===== src/rtl/tri_pixel_buffer.sv =====
// Collects rasterizer pixels into an 8x8 bitmap, then drains it row by row
// to a ready/valid consumer once the rasterizer drops its busy flag.
module tri_pixel_buffer (
   input  logic       clk,
   input  logic       reset,
   input  logic       po,
   input  logic [2:0] xi,
   input  logic [2:0] yi,
   input  logic       src_busy,
   input  logic       rd_ready,
   output logic       row_valid,
   output logic [7:0] row_data,
   output logic [2:0] row_idx,
   output logic [6:0] pix_count,
   output logic       lost,
   output logic       frame_done
);

   typedef enum logic [1:0] {COLLECT, SEAL, DRAIN, CLEAR} state_t;

   state_t      state, state_nx;
   logic [63:0] bitmap;
   logic        busy_d;
   logic        eof;
   logic        capture;
   logic        xfer;
   logic [5:0]  pix_addr;

   assign pix_addr = {yi, xi};
   assign capture  = po && (state == COLLECT);
   assign eof      = (state == COLLECT) && busy_d && !src_busy;
   assign xfer     = (state == DRAIN) && rd_ready;

   always_ff @(posedge clk or posedge reset) begin
      if (reset) state <= COLLECT;
      else       state <= state_nx;
   end

   always_comb begin
      state_nx = state;
      case (state)
         COLLECT: if (eof) state_nx = SEAL;
         SEAL:    state_nx = DRAIN;
         DRAIN:   if (xfer && (row_idx == 3'd7)) state_nx = CLEAR;
         CLEAR:   state_nx = COLLECT;
         default: state_nx = COLLECT;
      endcase
   end

   // Count only first hits so duplicates from overlapping edges don't inflate the total.
   always_ff @(posedge clk or posedge reset) begin
      if (reset) begin
         bitmap    <= 64'd0;
         pix_count <= 7'd0;
      end else if (state == CLEAR) begin
         bitmap    <= 64'd0;
         pix_count <= 7'd0;
      end else if (capture) begin
         bitmap[pix_addr] <= 1'b1;
         if (!bitmap[pix_addr] && (pix_count != 7'd64))
            pix_count <= pix_count + 7'd1;
      end
   end

   always_ff @(posedge clk or posedge reset) begin
      if (reset) begin
         busy_d  <= 1'b0;
         row_idx <= 3'd0;
         lost    <= 1'b0;
      end else begin
         busy_d <= src_busy;
         if (state == SEAL)
            row_idx <= 3'd0;
         else if (xfer)
            row_idx <= row_idx + 3'd1;
         if (po && (state != COLLECT))
            lost <= 1'b1;
      end
   end

   assign row_valid  = (state == DRAIN);
   assign row_data   = (state == DRAIN) ? bitmap[{row_idx, 3'b000} +: 8] : 8'd0;
   assign frame_done = (state == CLEAR);

endmodule


===== config.mk =====
export PLATFORM = sky130hd
export DESIGN_NAME = tri_pixel_buffer
export DESIGN_NICKNAME = d
export VERILOG_FILES = /design/src/rtl/tri_pixel_buffer.sv
export SDC_FILE = /design/constraint.sdc
export NUM_CORES = 1
export LEC_CHECK = 0
export ABC_AREA = 1
export ABC_CLOCK_PERIOD_IN_PS = 2500
export BUFFER_PORTS_ARGS = -buffer_cell sky130_fd_sc_hd__buf_2
export CORE_UTILIZATION = 50
export CTS_CLUSTER_DIAMETER = 80
export DETAILED_ROUTE_END_ITERATION = 16
export PLACE_DENSITY = 0.71
export SYNTH_ARGS = -nofsm -noshare
export SYNTH_HDL_FRONTEND = slang
export SYNTH_SLANG_ARGS = --single-unit

===== constraint.sdc =====
create_clock -name clk -period 2.5 [get_ports clk]
set_input_delay 0.5 -clock clk [delete_from_list [all_inputs] [get_ports clk]]
set_output_delay 0.5 -clock clk [all_outputs]
set_load 0.02 [all_outputs]

==> summary.md <==
| Metric | Value |
|---|---|
| Ys flop type | `dfrtp_1` |
| Fillers | `852` |
| Sequential area share after synthesis | `42.39%` |
| R2r setup slk | `0.14 ns` |
| Lkg Pwr | `0.002533 uW` |
| Maximum vdd drop | `between 0.7 and 0.8 mV` |
| Setup crit end kind | `primary output` |
| Synth unique cells | `28` |
| Worst Hold Margin | `0.1784 ns` |
| Final Routed Wirelength | `around 14 mm` |
| Remaining DRCs | `2` |
| Crit path arrival time | `about 2 ns` |
| Setup ws final | `0.03829 ns` |
| Overall Global Routing Usage | `between 20% and 30%` |
| Register clock-pin slew on the reported worst setup and hold paths | `0.08 ns` |
| H-tree levels | `3` |
| Critical R2R Launch | `state[0]$_DFFE_PP0P_` |
| Clk_lat worst skew | `0.36 ns` |
| Reg2Reg Depth | `8` |
| Number of port buffers | `31` |
| Max Freq | `406.2 MHz` |
| Fraction of layout cells with a size suffix above 1 | `13.53%` |
| Top-count cell post-synth | `nand2_1` |
| Post-synth EDFFs | `0` |
| Overall via count from detail_route | `4607` |
| Yosys Warn Count | `0` |
| Die height | `97.96 um` |
| Cell at the root of the clock tree | `clkbuf_8` |
| Layout Nets | `709` |
| #FFs+latches synth | `78` |
| CTS Sinks | `roughly 80` |
| Fin crit period | `2.462 ns` |
| Clock Path Buffers | `2` |
| CTS tree | `yes` |
| IO Count | `32` |
| Tot Pwr | `4582 uW` |
| Routability Congestion | `between 1 and 1.5` |
| Fraction of registers with async set/reset | `100.0%` |
| Synth cell count leaders | `nand2_1, a21oi_1, inv_1, dfrtp_1, o21ai_0` |
| Leading area contributor after synthesis | `dfrtp_1` |
| PD cells | `873.0 nW/um2` |
| Antenna diode count | `0` |
| Clock Skew | `0.009617 ns` |
| Synth top area share | `42.39%` |
| Congestion Overflow GR | `0` |
| DR pass1 iterations | `13` |
| Syn Area/Cell | `7.051 um2` |
| Layout Utilization | `59.61%` |
| Post-DRT Antenna Nets | `0` |
| Number of global-route vias before repair | `4287` |
| Pin count of the biggest net entering global routing | `45` |
| Synthesized instance count | `653` |
| HPWL Detailed | `9.787 mm` |
| Crit path max fanout | `11` |
| Via density | `5.737` |
| Mapped cell area | `4604 um2` |
| Non-Filler Instances | `803` |
| Final hold vios | `0` |
| Wire per inst | `16.94 um` |
| Initial antenna violation count | `1` |
| DP Cell Count | `roughly 780` |
| CP Class | `reg2out` |
| Hold Crit Class | `in2async` |
| Area grow syn2layout | `13.99%` |
| Die footprint | `9596 um2` |
| Worst slew margin | `42.19%` |
| Die Wd | `97.96 um` |
| Max-cap viol count | `0` |
| First-pass GRT wire length | `21.98 mm` |
| Initial Util | `52.29%` |
| R2r endpoint | `bitmap[17]$_DFFE_PP0P_` |
| Violated checks | `design-rule violations` |
| Total CTS buffers | `9` |
| Worst slack at placement | `0.2023 ns` |
| Status | `complete, but fails checks` |
| Final setup fails | `0` |
| Core Footprint | `8806 um2` |
| Mapped Nets | `around 670` |
| Fin crit share | `between 90 and 100%` |
| Ranking of synthesized cells by area | `dfrtp_1, nand2_1, a21oi_1` |
| First DRT Iteration DRCs | `480` |
| Slew @ Worst Pin | `0.8606 ns` |
| Num rows | `34` |
| Slew Viols, Final | `0` |
| Critical path startpoint category | `flop` |
| Critical Path RT | `2.00 ns` |
## worst max-delay path, stage by stage, from the launching register on
cell and delay [ns]:
dfrtp_1 0.36, buf_6 0.17, clkinvlp_4 0.18, buf_12 0.18
a21oi_1 0.12, o21ai_0 0.12, a31oi_1 0.25, buf_2 0.21
## metrics by stage
stage	setup TNS [ns]	cell area [um2]
after floorplan	0	4604
after global placement	0	4930
after detailed placement	0	4930
after CTS	0	5172
after global routing	-0.1145	5249
final	0	5249
## cell families (layout without fill, tap and decap cells)
logic type | after synthesis | in the layout | share of synthesized area, %
AOI/OAI and AO/OA | 168 | 168 | 19.18
xor gates and xnor gates | 1 | 1 | 0.1903
adders and majority gates | 8 | 8 | 2.174
buffers and inverters | 122 | 164 | 10.76
DFF | 78 | 78 | 42.39
and+or+nand+nor | 276 | 276 | 25.30
## timing repair
item | 4_1_cts | 5_1_grt
setup endpoints to repair | 1 | 8
resized for setup | 1 | 11
hold buffers | 0 | 0
setup buffers | 0 | 4
pin swaps | 0 | 1
endpoints found under the hold margin | 0 | 0
## cells in the final DEF, fill, tap and decap left out, types with 2 or more instances in the layout
cell type	instances
dfrtp_1	77
clkinvlp_4	2
nor3_2	7
clkbuf_1	2
bufinv_16	3
o211ai_1	2
a31oi_1	10
o21ai_0	48
nor3_1	8
a21oi_1	90
clkinv_4	2
a31oi_2	3
buf_4	25
clkinv_1	2
nand2_1	176
o21bai_1	7
ha_1	7
clkbuf_8	9
nor2_4	2
nand4_1	6
buf_2	30
nor2_1	46
buf_6	2
buf_12	2
o21ai_1	7
inv_1	83
nand3_1	29
## where the power goes
group          total [uW]  internal, uW  leakage [uW]  switching, uW
clock network        1150           668      0.000118            486
logic                1950           617       0.00135           1330
registers            1480          1380       0.00107           93.5
## worst max path at each step
stage,from,end,slack [ns],cells past startpoint
after floorplan,reset,bitmap[0]$_DFFE_PP0P_,0.005,1
after global placement,xi[0],pix_count[5]$_DFFE_PP0P_,0.26,12
after detailed placement,xi[0],pix_count[3]$_DFFE_PP0P_,0.20,11
after CTS,row_idx[0]$_DFFE_PP0P_,row_data[1],0.00004,7
after global routing,state[1]$_DFFE_PP0P_,bitmap[17]$_DFFE_PP0P_,-0.06,8
final,row_idx[1]$_DFFE_PP0P_,row_data[2],0.04,7
## cell type report
class / count / area, um2 / area share (%)
timing repair buffer: 59 / 400.4 / 7.628
multi-input combinational: 453 / 2178 / 41.50
clock buffer: 11 / 131.4 / 2.503
inverter: 89 / 342.8 / 6.532
tap: 108 / 135.1 / 2.575
clock inverter: 5 / 107.6 / 2.050
sequential: 78 / 1953 / 37.21
## metal layers
layer	part of all wire (%)	vias to the layer above	global-route usage, %
met5	0	-	0
met2	47	217	46.48
met4	3.5	0	13.64
met3	7.1	33	4.438
met1	43	2184	40.36
li1	-	2173	-
## registers in the layout, summed over array words and instances, names as in the netlist
signal,cells
pix_count,7
state,2
busy_d,1
row_idx,3
lost,1
bitmap,64
Note: power is estimated with default switching activity, not from simulation.
